**src/rtl/seg7_pkg.sv**
```systemverilog
// seg7_pkg: shared constants for the 7-segment encode/readback path.
//   Segment patterns are active-high, seg[6]=a .. seg[0]=g.
//   BCD_BLANK marks an unlit position and BCD_INVALID an unrecognised pattern.
package seg7_pkg;

    // Segment bit positions within the 7-bit bus
    localparam int unsigned SEG_A_BIT = 6;
    localparam int unsigned SEG_B_BIT = 5;
    localparam int unsigned SEG_C_BIT = 4;
    localparam int unsigned SEG_D_BIT = 3;
    localparam int unsigned SEG_E_BIT = 2;
    localparam int unsigned SEG_F_BIT = 1;
    localparam int unsigned SEG_G_BIT = 0;

    localparam logic [6:0] SEG_0     = 7'h7E;
    localparam logic [6:0] SEG_1     = 7'h30;
    localparam logic [6:0] SEG_2     = 7'h6D;
    localparam logic [6:0] SEG_3     = 7'h79;
    localparam logic [6:0] SEG_4     = 7'h33;
    localparam logic [6:0] SEG_5     = 7'h5B;
    localparam logic [6:0] SEG_6     = 7'h5F;
    localparam logic [6:0] SEG_7     = 7'h70;
    localparam logic [6:0] SEG_8     = 7'h7F;
    localparam logic [6:0] SEG_9     = 7'h7B;
    localparam logic [6:0] SEG_BLANK = 7'h00;

    localparam logic [3:0] BCD_BLANK   = 4'hF;
    localparam logic [3:0] BCD_INVALID = 4'hE;

endpackage

```
**src/rtl/seg7_pattern_decode.sv**
```systemverilog
// seg7_pattern_decode: combinational segment-pattern to code decoder.
//   seg     in  7  active-high segment pattern, seg[6]=a .. seg[0]=g
//   code    out 4  0..9, BCD_BLANK for all-off, BCD_INVALID otherwise
//   invalid out 1  pattern is neither a digit nor blank
module seg7_pattern_decode
    import seg7_pkg::*;
(
    input  logic [6:0] seg,
    output logic [3:0] code,
    output logic       invalid
);

    always_comb begin
        invalid = 1'b0;
        case (seg)
            SEG_0:     code = 4'd0;
            SEG_1:     code = 4'd1;
            SEG_2:     code = 4'd2;
            SEG_3:     code = 4'd3;
            SEG_4:     code = 4'd4;
            SEG_5:     code = 4'd5;
            SEG_6:     code = 4'd6;
            SEG_7:     code = 4'd7;
            SEG_8:     code = 4'd8;
            SEG_9:     code = 4'd9;
            SEG_BLANK: code = BCD_BLANK;
            default: begin
                code    = BCD_INVALID;
                invalid = 1'b1;
            end
        endcase
    end

endmodule

```
**src/rtl/seg7_scan_reader.sv**
```systemverilog
// seg7_scan_reader: recovers BCD digits from a multiplexed 7-segment bus.
//   clk, rst     clock, synchronous active-high reset
//   seg          segment bus (active-high), dig_sel one-hot digit select
//   digit_valid  pulse per accepted digit, with digit_idx / digit_bcd
//   bcd_out      last complete frame, digit i in bits [4i+3:4i]
//   frame_valid  pulse when bcd_out updates, frame_err flags a bad pattern
module seg7_scan_reader
    import seg7_pkg::*;
#(
    parameter int NUM_DIGITS    = 4,
    parameter int STABLE_CYCLES = 4
) (
    input  logic                    clk,
    input  logic                    rst,
    input  logic [6:0]              seg,
    input  logic [NUM_DIGITS-1:0]   dig_sel,
    output logic                    digit_valid,
    output logic [2:0]              digit_idx,
    output logic [3:0]              digit_bcd,
    output logic [4*NUM_DIGITS-1:0] bcd_out,
    output logic                    frame_valid,
    output logic                    frame_err
);

    localparam int CW = $clog2(STABLE_CYCLES + 1);
    localparam logic [CW-1:0] CNT_MAX = CW'(STABLE_CYCLES);

    logic [6:0]              seg_q, seg_prev_q;
    logic [NUM_DIGITS-1:0]   sel_q, sel_prev_q;
    logic [CW-1:0]           cnt_q, cnt_d;
    logic [NUM_DIGITS-1:0]   seen_q, seen_d;
    logic                    err_q, err_d;
    logic [4*NUM_DIGITS-1:0] shadow_q, shadow_d;
    logic                    digit_valid_q, digit_valid_d;
    logic [2:0]              digit_idx_q, digit_idx_d;
    logic [3:0]              digit_bcd_q, digit_bcd_d;
    logic [4*NUM_DIGITS-1:0] bcd_out_q, bcd_out_d;
    logic                    frame_valid_q, frame_valid_d;
    logic                    frame_err_q, frame_err_d;

    logic [3:0] code;
    logic       invalid;
    logic       one_hot;
    logic       stable;
    logic       accept;
    logic [2:0] sel_idx;
    logic [NUM_DIGITS-1:0]   seen_next;
    logic [4*NUM_DIGITS-1:0] shadow_next;

    seg7_pattern_decode u_decode (
        .seg     (seg_q),
        .code    (code),
        .invalid (invalid)
    );

    always_comb begin
        one_hot = (sel_q != '0) && ((sel_q & (sel_q - 1'b1)) == '0);
        stable  = one_hot && (seg_q == seg_prev_q) && (sel_q == sel_prev_q);

        cnt_d = '0;
        if (stable)
            cnt_d = (cnt_q == CNT_MAX) ? CNT_MAX : cnt_q + 1'b1;
        else if (one_hot)
            cnt_d = CW'(1);

        // A dwell already at saturation must not re-accept; a fresh pattern
        // reaching the limit (possible when the limit is 1) still accepts.
        accept = one_hot && (cnt_d == CNT_MAX) && !(stable && (cnt_q == CNT_MAX));

        sel_idx     = '0;
        shadow_next = shadow_q;
        for (int unsigned i = 0; i < NUM_DIGITS; i++) begin
            if (sel_q[i]) begin
                sel_idx                = 3'(i);
                shadow_next[4*i +: 4]  = code;
            end
        end
        seen_next = seen_q | sel_q;

        seen_d        = seen_q;
        err_d         = err_q;
        shadow_d      = shadow_q;
        digit_valid_d = 1'b0;
        digit_idx_d   = digit_idx_q;
        digit_bcd_d   = digit_bcd_q;
        bcd_out_d     = bcd_out_q;
        frame_valid_d = 1'b0;
        frame_err_d   = 1'b0;

        if (accept) begin
            digit_valid_d = 1'b1;
            digit_idx_d   = sel_idx;
            digit_bcd_d   = code;
            shadow_d      = shadow_next;
            if (&seen_next) begin
                bcd_out_d     = shadow_next;
                frame_valid_d = 1'b1;
                frame_err_d   = err_q | invalid;
                seen_d        = '0;
                err_d         = 1'b0;
            end else begin
                seen_d = seen_next;
                err_d  = err_q | invalid;
            end
        end
    end

    always_ff @(posedge clk) begin
        if (rst) begin
            seg_q         <= '0;
            seg_prev_q    <= '0;
            sel_q         <= '0;
            sel_prev_q    <= '0;
            cnt_q         <= '0;
            seen_q        <= '0;
            err_q         <= 1'b0;
            shadow_q      <= '0;
            digit_valid_q <= 1'b0;
            digit_idx_q   <= '0;
            digit_bcd_q   <= '0;
            bcd_out_q     <= '0;
            frame_valid_q <= 1'b0;
            frame_err_q   <= 1'b0;
        end else begin
            seg_q         <= seg;
            seg_prev_q    <= seg_q;
            sel_q         <= dig_sel;
            sel_prev_q    <= sel_q;
            cnt_q         <= cnt_d;
            seen_q        <= seen_d;
            err_q         <= err_d;
            shadow_q      <= shadow_d;
            digit_valid_q <= digit_valid_d;
            digit_idx_q   <= digit_idx_d;
            digit_bcd_q   <= digit_bcd_d;
            bcd_out_q     <= bcd_out_d;
            frame_valid_q <= frame_valid_d;
            frame_err_q   <= frame_err_d;
        end
    end

    assign digit_valid = digit_valid_q;
    assign digit_idx   = digit_idx_q;
    assign digit_bcd   = digit_bcd_q;
    assign bcd_out     = bcd_out_q;
    assign frame_valid = frame_valid_q;
    assign frame_err   = frame_err_q;

endmodule

```
**config.mk**
```make
export PLATFORM = sky130hd
export DESIGN_NAME = seg7_scan_reader
export DESIGN_NICKNAME = d
export VERILOG_FILES = /design/src/rtl/seg7_pkg.sv /design/src/rtl/seg7_pattern_decode.sv /design/src/rtl/seg7_scan_reader.sv
export SDC_FILE = /design/constraint.sdc
export NUM_CORES = 1
export LEC_CHECK = 0
export CAP_MARGIN = 20
export CORE_MARGIN = 2
export CORE_UTILIZATION = 59
export CTS_CLUSTER_DIAMETER = 150
export DETAILED_ROUTE_END_ITERATION = 8
export GPL_ROUTABILITY_DRIVEN = 0
export PLACE_DENSITY = 0.84
export SLEW_MARGIN = 15
export SYNTH_ARGS = -nofsm -noshare
export SYNTH_HDL_FRONTEND = slang
export SYNTH_SLANG_ARGS = --single-unit
```
**constraint.sdc**
```tcl
create_clock -name clk -period 4.02 [get_ports clk]
set_clock_uncertainty 0.15 [all_clocks]
set_input_delay 0.402 -clock clk [delete_from_list [all_inputs] [get_ports clk]]
set_output_delay 0.402 -clock clk [all_outputs]
set_load 0.01 [all_outputs]
```
# Word-level counts from Yosys, hierarchy flattened
# Index checks and enable logic that the tools add are counted.
[word_totals] ff_bits=72 latchBits=0 mem_bits_rw=0 mem_bits_ro=0 input_bits=13 output_inout_bits=26 memories=0
[classes] add_sub_neg=2 multipliers=0 div_mod_pow=0 magnitude_cmp=0 n_eq_ne=14 n_shift=0 muxes=16 n_bitwise=5 reduce_logical=15
[ops] cell="7-bit equality test (second input constant)" n=8
[ops] cell="4-bit case mux with 11 select lines" n=1
[ops] cell="4-bit two-way mux" n=5
[ops] cell="7-bit by 6-bit equality test with 1-bit output (second input constant)" n=2
[ops] cell="3-bit two-way mux" n=4
[ops] cell="11-bit OR reduction" n=1
[ops] cell="7-bit equality test" n=1
[ops] cell="7-bit logical NOT" n=1
[ops] cell="3-bit equality test (second input constant)" n=2
[ops] cell="1-bit logical AND" n=6
[ops] cell="1-bit two-way mux" n=6
[ops] cell="5-bit AND reduction" n=1
[ops] cell="4-bit AND" n=1
[ops] cell="4-bit equality test" n=1
[ops] cell="4-bit logical NOT" n=1
[ops] cell="4-bit bitwise OR" n=1
[ops] cell="4-bit AND reduction" n=1
[ops] cell="4-bit nonzero test" n=1
[ops] cell="4-bit by 1-bit subtractor with 4-bit output (second input constant)" n=1
[ops] cell="3-bit by 1-bit adder with 3-bit output (second input constant)" n=1
[ops] cell="3-bit OR reduction" n=1
[ops] cell="1-bit inverter" n=2
[ops] cell="2-bit OR reduction" n=1
[ops] cell="1-bit logical NOT" n=1
[ops] cell="1-bit bitwise OR" n=1

# Longest topological paths before layout
# Gate-level depths: netlist of run 1.
[logic_depth] depth_word=12 depth_mapped=8

# Hierarchy
# A second synthesis of run 1 with hierarchy kept.
[hier_totals] cells_unflattened=323 area_unflattened_um2=3119.2
[by_module_without_submodules] module="seg7_scan_reader" n_inst=1 cells_each=288 area_per_inst_um2=2884.0 seq_area_each_um2=1421.4
[by_module_without_submodules] module="seg7_pattern_decode" n_inst=1 cells_each=35 area_per_inst_um2=235.2 seq_area_each_um2=0.0

# Worst setup path after synthesis of run 1
# OpenSTA, ideal clock, no wires.
[synth_path] path_kind="flip-flop to flip-flop" from="register cnt_q[0]" to="register shadow_q[7]" t_arrival_ns=2.044 t_required_ns=3.736 slack_ns=1.692 path_stages_with_launch=9 synth_period_minus_slack_ns=2.328 cell_sequence="dfxtp_1 > inv_1 > ha_1 > or3b_2 > a211oi_1 > buf_2 > nand2_1 > nor2_1 > a211oi_1"
[synth_via] elab_chain_cells=6
[synth_lines] element="from (decl)" line_no="seg7_scan_reader.sv:30" text="logic [CW-1:0] cnt_q, cnt_d;"
[synth_lines] element="from (signal assigned)" line_no="seg7_scan_reader.sv:129" text="cnt_q <= cnt_d;"
[synth_lines] element="3-bit by 1-bit adder with 3-bit output / 3-bit equality test (equally long branches)" line_no="seg7_scan_reader.sv:62, seg7_scan_reader.sv:68"
[synth_lines] element="3-bit two-way mux" line_no="seg7_scan_reader.sv:62" text="cnt_d = (cnt_q == CNT_MAX) ? CNT_MAX : cnt_q + 1'b1;"
[synth_lines] element="3-bit two-way mux" line_no="seg7_scan_reader.sv:61" text="if (stable)"
[synth_lines] element="3-bit equality test" line_no="seg7_scan_reader.sv:68" text="accept = one_hot && (cnt_d == CNT_MAX) && !(stable && (cnt_q == CNT_MAX));"
[synth_lines] element="1-bit logical AND" line_no="seg7_scan_reader.sv:68"
[synth_lines] element="1-bit logical AND *" line_no="seg7_scan_reader.sv:68"
[synth_lines] element="to (signal assigned)" line_no="seg7_scan_reader.sv:132" text="shadow_q <= shadow_d;"
[synth_lines] element="to (decl)" line_no="seg7_scan_reader.sv:33" text="logic [4*NUM_DIGITS-1:0] shadow_q, shadow_d;"
# Every way passes the cells marked *; elsewhere a longest branch is shown, timed or not.
# A chain may end at the register's enable or synchronous reset.

# Worst setup path in the final report of run 1
[layout_path] from="register sel_q[1]" to="register shadow_q[1]"
[layout_via] elab_chain_cells=10
[layout_lines] element="from (decl)" line_no="seg7_scan_reader.sv:29" text="logic [NUM_DIGITS-1:0] sel_q, sel_prev_q;"
[layout_lines] element="from (signal assigned)" line_no="seg7_scan_reader.sv:127" text="sel_q <= dig_sel;"
[layout_lines] element="4-bit by 1-bit subtractor with 4-bit output" line_no="seg7_scan_reader.sv:57" text="one_hot = (sel_q != '0) && ((sel_q & (sel_q - 1'b1)) == '0);"
[layout_lines] element="4-bit AND" line_no="seg7_scan_reader.sv:57"
[layout_lines] element="4-bit logical NOT" line_no="seg7_scan_reader.sv:57"
[layout_lines] element="1-bit logical AND" line_no="seg7_scan_reader.sv:57"
[layout_lines] element="1-bit logical AND (2 in a row)" line_no="seg7_scan_reader.sv:58" text="stable = one_hot && (seg_q == seg_prev_q) && (sel_q == sel_prev_q);"
[layout_lines] element="3-bit two-way mux" line_no="seg7_scan_reader.sv:61"
[layout_lines] element="3-bit equality test" line_no="seg7_scan_reader.sv:68"
[layout_lines] element="1-bit logical AND" line_no="seg7_scan_reader.sv:68"
[layout_lines] element="1-bit logical AND *" line_no="seg7_scan_reader.sv:68"
# Marks and branches as above.

==> results of run 1 <==
## layout make-up
type / count / share of cell area [%]
tap: 70 / 2.37
timing repair buffer: 42 / 10.9
sequential: 71 / 38.4
multi-input combinational: 237 / 42.4
clock inverter: 4 / 1.32
inverter: 11 / 1.12
clock buffer: 10 / 3.45
## state kept, by name, summed over array words and instances, names as in the netlist, 2 cells and up
signal	count
sel_prev_q	4
shadow_q	16
digit_idx	2
seg_q	7
cnt_q	3
bcd_out	16
seen_q	4
sel_q	4
digit_bcd	4
seg_prev_q	7
## routing by layer
layer / track usage (%) / part of all wire (%) / vias up / routed length, um
met1: 35.8 / 45 / 1231 / 3320
li1: - / - / 1289 / -
met4: 11.6 / 2.0 / 0 / 151
met2: 41.0 / 45 / 104 / 3360
met3: 4.24 / 7.6 / 17 / 562
met5: 0 / 0 / - / 0
## cell families after synthesis
logic type | after synthesis | synth area share, %
AOI/OAI and AO/OA | 107 | 22.7
and+or+nand+nor | 107 | 20.2
DFF | 71 | 44.9
buffers and inverters | 35 | 5.53
xor gates and xnor gates | 13 | 3.60
muxes | 7 | 2.21
adders and majority gates | 2 | 0.790
other | 1 | 0.118
## worst paths after layout
check	endpoint	from	slack [ps]	depth (start not counted)
max	shadow_q[1]	sel_q[1]	1070	5
min	shadow_q[2]	rst	260	2
max reg2reg	shadow_q[1]	sel_q[1]	1070	5
min reg2reg	err_q	err_q	310	2
## critical path, cell delays in order, from the launching register on
cell      delay, ps
dfxtp_1         750
nor4b_1         380
a211oi_2        180
or4_1           960
o21ai_1         270
a21oi_1         100
## through the flow
| step | hold slack, ps | instances | total power, mW | worst slack [ps] |
|---|---|---|---|---|
| floorplan | 275 | 343 | 0.819 | 1690 |
| global placement | 289 | 431 | 0.843 | 1220 |
| detailed placement | 301 | 431 | 0.846 | 1160 |
| CTS | 250 | 445 | 1.37 | 1130 |
| global route | 271 | 445 | 1.41 | 870 |
| finish | 258 | 445 | 1.37 | 1070 |
## report_power, final
group | leakage [nW] | total (mW) | switching (mW) | internal, mW
Clock | 0.0920 | 0.536 | 0.257 | 0.279
Combinational | 0.616 | 0.0983 | 0.0559 | 0.0424
Sequential | 0.577 | 0.734 | 0.0194 | 0.714
Total | 1.28 | 1.37 | 0.333 | 1.04
## placed cells by master (no fill, tap or decap), drive strengths merged, types with 4 or more instances in the layout
cell type,count
dfxtp,71
a21oi,40
clkdlybuf4s50,36
o21ai,23
nor2b,21
nand3,19
nor2,18
a211oi,13
nand2,12
inv,11
clkbuf,10
xnor2,8
mux2i,7
nor3,6
and2,6
buf,6
xor2,5
nand4,5
o21a,5
o2111ai,5
o32ai,4
o2bb2ai,4
nor4b,4
==> summary.txt, run 1 <==
Pwr
  • Largest voltage drop on the vdd net: 259 uV
  • Power Density: 370 mW/mm2
  • Static Leak: 1.28 nW

STA
  • Time the worst path needs with I/O delays and setup: approximately 2900 ps
  • Worst slew margin relative to its limit: 43.9%
  • RSZ-0062 raised after global routing: false
  • Hold Vio Cnt, Final: 0
  • Transition time of the tightest slew-check pin: 838 ps
  • Setup-failing EPs final: 0
  • Total negative slack: 0 ps
  • Period utilisation layout: between 70% and 80%
  • Peak clock frequency supported by timing: 339 MHz
  • Final Max Slew Viols: 0

Detailed routing
  • DR pass1 iterations: 4
  • Aggregate routed wire length: 7.39 mm
  • Via Count: 2641
  • Drt drc: 0
  • Number of nets still failing antenna checks after routing: 0
  • DRC marker count from the first detailed-route iteration: 229
  • Via density per instance: 5.93
  • Average routed wire per standard cell: roughly 17 um

Layout
  • # diodes: 0
  • Layout fillers: 425
  • Final #Nets: approximately 390
  • Post-route core utilization: 72.0%
  • Area of all sequential standard cells: 0.00142 mm2
  • Fraction of layout cells with a size suffix above 1: 8.53%
  • Area overhead of the layout relative to synthesis: 16.8%
  • Final instance area: ~0.0037 mm2
  • Total area of multi-input combinational cells: 0.00157 mm2

Yosys
  • Post-synthesis register bit count: ~70
  • Area share of the largest cell type after synthesis: 44.9%
  • Proportion of synthesized flip-flops having asynchronous set or reset: 0%
  • Total of warnings raised by yosys: 0
  • Synthesized netlist net count: 358
  • Sequential area share after synthesis: 44.9%
  • Top cell types by occurrence after synthesis: dfxtp_1 (71), a21oi_1 (40), nor2b_1 (21)
  • Primary flip-flop cell chosen by synthesis mapping: dfxtp_1
  • Number of flops mapped to enable cells by yosys: 0
  • Syn Std Cell Area: around 0.0032 mm2
  • Post-synthesis cell type count: 54
  • Synth area leaders: dfxtp_1 (45%), a21oi_1 (6.3%), nor2b_1 (4.2%), o21ai_1 (3.2%), nand3_1 (3.0%)
  • Synthesized instance count: around 340
  • Library cell with the highest instance count after synthesis: dfxtp_1
  • Synth Area per Inst: 9.23 um2
  • Area leader, netlist: dfxtp_1

Global routing
  • Overall track demand over capacity in global routing: a little over a quarter
  • Antenna violations before repair: 0
  • First-pass GRT wire length: 12.2 mm
  • Leftover overflow at the end of global routing: 0
  • Pin count of the biggest net entering global routing: 47
  • Number of global-route vias before repair: 2523

CTS
  • Clock latency on the worst-skew pair: 350 ps
  • TritonCTS clock tree: done
  • Clock tree root buffer cell: clkbuf_8
  • Post-CTS resize count: 0
  • Clock sink total: 71
  • H-tree levels: 3
  • Hold-fix buffers, CTS: 0
  • Clk slew on worst S/H paths: 70 ps
  • Maximum buffer depth of the clock tree: 2
  • Total clock buffers created by CTS: 9
  • Setup fix buffers added after clock tree synthesis: 0

Setup path
  • Startpoint Class: flop
  • Critical Path End Type: flop
  • Largest fanout of any net on the critical path: 25
  • Data required time at the worst endpoint: 4080 ps
  • Data arrival time of the worst path: 3010 ps
  • Worst setup path class: flop to flop

Flow run
  • Max_cap viols: 0

Floorplan
  • Die Span X: 77.3 um
  • Die area: 0.00597 mm2
  • Row count: 26
  • Die Height: between 70 and 80 um
  • Core area: 0.00514 mm2
  • Number of ports placed on the die boundary: 39
  • Initial Utilization: 61.6%

Place
  • Port-buffer cells: 37
  • Post-Place Cell Area: between 0.003 and 0.004 mm2
  • Hpwl dp: 5.04 mm

Run status
  • Result of the run: complete, no violations

Hold path
  • Worst min path class: input pin to flop
No activity file was read; power rests on OpenSTA's default activity.
==> run 2: changes to the inputs <==
--- a/config.mk
+++ b/config.mk
@@ -7,11 +7,11 @@
 export LEC_CHECK = 0
 export CAP_MARGIN = 20
 export CORE_MARGIN = 2
-export CORE_UTILIZATION = 59
+export CORE_UTILIZATION = 55
 export CTS_CLUSTER_DIAMETER = 150
 export DETAILED_ROUTE_END_ITERATION = 8
 export GPL_ROUTABILITY_DRIVEN = 0
-export PLACE_DENSITY = 0.84
+export PLACE_DENSITY = 0.79
 export SLEW_MARGIN = 15
 export SYNTH_ARGS = -nofsm -noshare
 export SYNTH_HDL_FRONTEND = slang
==> constraint.sdc (replaced) <==
create_clock -name clk -period 2.8 [get_ports clk]
set_clock_uncertainty 0.15 [all_clocks]
set_input_delay 0.28 -clock clk [delete_from_list [all_inputs] [get_ports clk]]
set_output_delay 0.28 -clock clk [all_outputs]
set_load 0.01 [all_outputs]
==> run 2 against run 1 <==
Against the previous run:
- core utilization decreased by 4.2 points
- clock power increased by 38%
- fmax increased by 12%
- non-clock buffer count increased by 7
- flip-flop and latch count unchanged
- register-to-register slack got worse by 900 ps
- via count increased by 0.72%
- count of clock-buffer cells in the layout increased by 3
- total power increased by 42%
- hold slack improved by 42 ps
- global-route usage decreased by 0.58 points
- critical endpoint is now bcd_out[14]
==> summary.txt, run 2 (synthesis gave the netlist of run 1 again) <==
Layout
  • Area overhead of the layout relative to synthesis: 18.6%
  • Most used cells in the layout excluding fill and tap cells: dfxtp_1 (71), a21oi_1 (40), clkdlybuf4s50_1 (36), nor2b_1 (21), o21ai_1 (20)
  • Most common library cell in the layout ignoring fill and taps: dfxtp_1
  • # diodes: 0
  • Final #Nets: between 300 and 400
  • Fraction of layout cells with a size suffix above 1: 10.4%

CTS
  • H-tree levels: 3
  • Maximum buffer depth of the clock tree: 2
  • Hold-fix buffers, CTS: 0
  • Setup fix buffers added after clock tree synthesis: 0
  • Total clock buffers created by CTS: 9
  • Clock tree root buffer cell: clkbuf_8
  • TritonCTS clock tree: done
  • Post-CTS resize count: 0
  • Clock latency on the worst-skew pair: approximately 340 ps
  • Clk slew on worst S/H paths: 70 ps
  • Clock sink total: 71

STA
  • Transition time of the tightest slew-check pin: 705 ps
  • Hold Vio Cnt, Final: 0
  • Total negative slack: 0 ps
  • Peak clock frequency supported by timing: around 380 MHz
  • Period utilisation layout: 93.7%
  • Worst slew margin relative to its limit: 52.5%
  • Final Max Slew Viols: 0
  • RSZ-0062 raised after global routing: false
  • Setup-failing EPs final: 0
  • Time the worst path needs with I/O delays and setup: around 2600 ps
  • Fin Hold WS: 300 ps

Detailed routing
  • Via density per instance: around 6
  • Drt drc: 0
  • Via Count: around 2700
  • Aggregate routed wire length: ~7.5 mm
  • Number of nets still failing antenna checks after routing: 0
  • DRC marker count from the first detailed-route iteration: 179
  • Average routed wire per standard cell: 16.5 um
  • DR pass1 iterations: 4

Global routing
  • Overall track demand over capacity in global routing: 25.7%
  • Antenna violations before repair: 0
  • Number of global-route vias before repair: 2628
  • Pin count of the biggest net entering global routing: 38
  • Leftover overflow at the end of global routing: 0
  • First-pass GRT wire length: 12.6 mm

Setup path
  • Startpoint Class: flop
  • Worst setup path class: flop to flop
  • Cell count of the worst reg-to-reg path: 7
  • Worst reg2reg path endpoint: bcd_out[14]
  • Critical Path End Type: flop
  • Worst setup slack for register-to-register paths: 180 ps
  • Largest fanout of any net on the critical path: 8
  • Data arrival time of the worst path: 2700 ps
  • Startpoint of the lowest-slack register-to-register path: cnt_q[0]
  • Data required time at the worst endpoint: 2880 ps

Hold path
  • Worst min path class: input pin to flop
  • Hold worst-path end: seg_prev_q[2]
  • Cell depth of the worst min-delay path: 2
  • Hold Startpoint: rst

Pwr
  • Static Leak: ~1.3 nW
  • Largest voltage drop on the vdd net: 327 uV
  • Power Density: 516 mW/mm2

Floorplan
  • Number of ports placed on the die boundary: 39
  • Row count: 27
  • Initial Utilization: 57.1%
  • Die Height: 79.9 um
  • Die Span X: 79.9 um
  • Die area: 0.00638 mm2
  • Core area: approximately 0.0055 mm2

Run status
  • Result of the run: complete, no violations

Flow run
  • Max_cap viols: 0

Place
  • Port-buffer cells: 37
  • Hpwl dp: 5.24 mm
## run 2: changes by cell type in the layout (fill, tap and decap cells not counted)
cell	previous run	this run
clkinvlp_4	0	1
clkinv_4	1	0
clkbuf_1	1	2
buf_4	5	12
bufinv_16	1	0
clkbuf_8	9	11
## run 2: worst max path at each step
stage / start / end / slack (ps) / cells after the start
global route: sel_q[0] / shadow_q[3] / 30 / 6
global placement: sel_q[3] / bcd_out[8] / 270 / 6
finish: cnt_q[0] / bcd_out[14] / 180 / 7
CTS: sel_q[3] / shadow_q[3] / 210 / 6
floorplan: cnt_q[0] / shadow_q[7] / 470 / 8
detailed placement: sel_q[3] / shadow_q[3] / 230 / 6
## run 2: per-stage QoR
| step | utilization (%) | std cells | worst slack [ps] | cell area (um2) | power, mW |
|---|---|---|---|---|---|
| 2_1_floorplan | - | 343 | 472 | 3170 | 1.18 |
| 3_3_place_gp | 64.6 | 440 | 274 | 3580 | 1.22 |
| 3_5_place_dp | 64.6 | 440 | 232 | 3580 | 1.22 |
| 4_1_cts | 67.8 | 456 | 209 | 3750 | 1.95 |
| 5_1_grt | 67.8 | 456 | 25.1 | 3750 | 2.01 |
| 6_report | 67.8 | 456 | 178 | 3750 | 1.94 |
## run 2: final cells by class
cell class / count / area (um2)
repair buffers: 49 / 455
multi-input cells: 237 / 1570
clock buffers: 13 / 159
clock inverters: 3 / 17.5
inverters: 11 / 41.3
well taps: 72 / 90.1
fillers: 464 / 1790
flip-flops and latches: 71 / 1420
## run 2: critical path, cell delays in order (launching register included)
cell and delay (ps):
dfxtp_1 400, inv_1 100, ha_1 350, o21bai_1 170, nor4_1 400, o211a_1 440
a21oi_1 280, o2bb2ai_1 220
## run 2: where the power goes
group	internal (mW)	switching (mW)
logic	0.0639	0.0849
clock network	0.368	0.369
registers	1.03	0.0245
## run 2: metal layers
| metal | part of all wire (%) | up-vias | track usage [%] |
|---|---|---|---|
| met5 | 0 | - | 0 |
| met4 | 1.6 | 0 | 8.47 |
| met3 | 7.2 | 12 | 7.81 |
| met2 | 46 | 86 | 41.2 |
| met1 | 45 | 1259 | 33.0 |
| li1 | - | 1303 | - |
==> run 3: changes to the inputs <==
--- a/config.mk
+++ b/config.mk
@@ -6,7 +6,6 @@
 export NUM_CORES = 1
 export LEC_CHECK = 0
 export CAP_MARGIN = 20
-export CORE_MARGIN = 2
 export CORE_UTILIZATION = 55
 export CTS_CLUSTER_DIAMETER = 150
 export DETAILED_ROUTE_END_ITERATION = 8
==> run 3 against run 2 <==
Against the previous run:
- design area grew 1.4%
- sequential share of layout area decreased by 0.51 points
- count of clock-buffer cells in the layout shrank 1
- combinational power up 3%
- sequential power about the same
- die area decreased by 4.9%
- non-clock buffer count up 5
- critical path type unchanged
- critical endpoint is now shadow_q[3]
==> summary.txt, run 3 (synthesis gave the netlist of run 1 again) <==
Flow run
  • Max_cap viols: 0

Setup path
  • Largest fanout of any net on the critical path: 14
  • Worst reg2reg path endpoint: shadow_q[3]
  • Critical Path End Type: flop
  • Worst setup slack for register-to-register paths: approximately 260 ps
  • Startpoint Class: flop
  • Data arrival time of the worst path: 2630 ps
  • Data required time at the worst endpoint: between 2000 and 3000 ps
  • Startpoint of the most critical setup path: cnt_q[0]
  • Cell count of the worst reg-to-reg path: 8
  • Worst setup path class: flop to flop
  • Startpoint of the lowest-slack register-to-register path: cnt_q[0]

Run status
  • Result of the run: complete, no violations

Detailed routing
  • Via Count: 2728
  • DR pass1 iterations: 5
  • Drt drc: 0
  • Number of nets still failing antenna checks after routing: 0
  • Via density per instance: around 5.9
  • Aggregate routed wire length: 7.57 mm
  • DRC marker count from the first detailed-route iteration: roughly 180
  • Average routed wire per standard cell: 16.4 um

Floorplan
  • Initial Utilization: between 50 and 60%
  • Number of ports placed on the die boundary: 39
  • Core area: 0.00554 mm2
  • Die Height: 77.9 um
  • Die area: 0.00606 mm2
  • Row count: 27
  • Die Span X: 77.9 um

Layout
  • Fraction of layout cells with a size suffix above 1: 11.6%
  • Most common library cell in the layout ignoring fill and taps: dfxtp_1
  • Most used cells in the layout excluding fill and tap cells: dfxtp_1 (71), a21oi_1 (40), clkdlybuf4s50_1 (36), nor2b_1 (21), o21ai_1 (20)
  • Final #Nets: 399
  • Final instance area: 0.00380 mm2
  • # diodes: 0
  • Layout fillers: 437
  • Area overhead of the layout relative to synthesis: 20.2%

CTS
  • Clock tree root buffer cell: clkbuf_8
  • Clock sink total: 71
  • H-tree levels: 3
  • Clk slew on worst S/H paths: around 80 ps
  • Clock latency on the worst-skew pair: between 300 and 400 ps
  • Total clock buffers created by CTS: 9
  • Post-CTS resize count: 0
  • Maximum buffer depth of the clock tree: 2
  • TritonCTS clock tree: done

STA
  • Hold Vio Cnt, Final: 0
  • Total negative slack: 0 ps
  • Final Max Slew Viols: 0
  • Time the worst path needs with I/O delays and setup: around 2500 ps
  • Transition time of the tightest slew-check pin: 698 ps
  • RSZ-0062 raised after global routing: false
  • Setup-failing EPs final: 0
  • Worst slew margin relative to its limit: 52.9%
  • Period utilisation layout: 90.7%
  • Peak clock frequency supported by timing: 394 MHz

Global routing
  • Number of global-route vias before repair: between 2000 and 3000
  • First-pass GRT wire length: 12.4 mm
  • Pin count of the biggest net entering global routing: 32
  • Antenna violations before repair: 0
  • Overall track demand over capacity in global routing: 26.5%
  • Leftover overflow at the end of global routing: 0

Hold path
  • Hold Startpoint: rst
  • Cell depth of the worst min-delay path: 2
  • Worst min path class: input pin to flop
  • Hold worst-path end: shadow_q[12]

Place
  • Port-buffer cells: 37
  • Post-Place Cell Area: between 0.003 and 0.004 mm2
  • Hpwl dp: 5.21 mm

Pwr
  • Largest voltage drop on the vdd net: 412 uV
  • Power Density: 527 mW/mm2
  • Static Leak: 1.35 nW
[run 3: cell count changes in the layout (fill, tap and decap cells not counted)]
cell        previous run  this run
buf_4                 12        17
clkinvlp_4             1         0
bufinv_16              0         1
clkinv_2               2         3
clkbuf_8              11        10
[run 3: report_power, final]
part           internal (mW)  leakage, nW  total, mW  switching (mW)
logic                 0.0662        0.676      0.153          0.0872
clock network          0.432        0.100      0.803           0.371
registers               1.03        0.577       1.05          0.0229
total                   1.52         1.35       2.00           0.481
[run 3: worst max-delay path by stage]
stage / to / slack [ps] / cells past startpoint
finish: shadow_q[3] / 260 / 8
global route: bcd_out[13] / 100 / 8
CTS: shadow_q[3] / 160 / 6
detailed placement: shadow_q[3] / 180 / 6
global placement: bcd_out[8] / 220 / 6
floorplan: shadow_q[7] / 470 / 8
[run 3: area by class of cell]
type / instances / area [um2] / area share, %
clock buffer: 12 / 145 / 3.81
sequential: 71 / 1420 / 37.4
multi-input combinational: 237 / 1570 / 41.2
inverter: 11 / 41.3 / 1.09
timing repair buffer: 54 / 493 / 13.0
tap: 72 / 90.1 / 2.37
clock inverter: 4 / 45.0 / 1.18
[run 3: critical path, stage by stage (launching register included)]
cell	delay (ps)
dfxtp_1	400
inv_1	100
ha_1	220
or3b_2	490
a211oi_1	240
buf_4	240
and2_1	230
a21oi_1	100
a211oi_1	260
[run 3: repair_timing]
item / CTS / global route
setup endpoints to repair: 0 / 1
hold buffers: 0 / 0
setup buffers: 0 / 3
[run 3: through the flow]
stage | power [mW] | util, % | setup slack [ps] | hold WS (ps) | std cells
finish | 2.00 | 68.7 | 262 | 276 | 461
floorplan | 1.18 | - | 472 | 258 | 343
detailed placement | 1.22 | 64.8 | 178 | 295 | 442
global route | 2.08 | 68.7 | 95.1 | 296 | 461
CTS | 2.01 | 68.3 | 163 | 265 | 458
global placement | 1.22 | 64.8 | 222 | 290 | 442
[run 3: routing by layer]
| metal | vias up | wire, um | global-route usage [%] | share of wire, % |
|---|---|---|---|---|
| met3 | 20 | 478 | 4.71 | 6.3 |
| met5 | - | 0 | 0 | 0 |
| li1 | 1316 | - | - | - |
| met4 | 0 | 164 | 13.0 | 2.2 |
| met1 | 1293 | 3470 | 35.9 | 46 |
| met2 | 99 | 3450 | 40.6 | 46 |
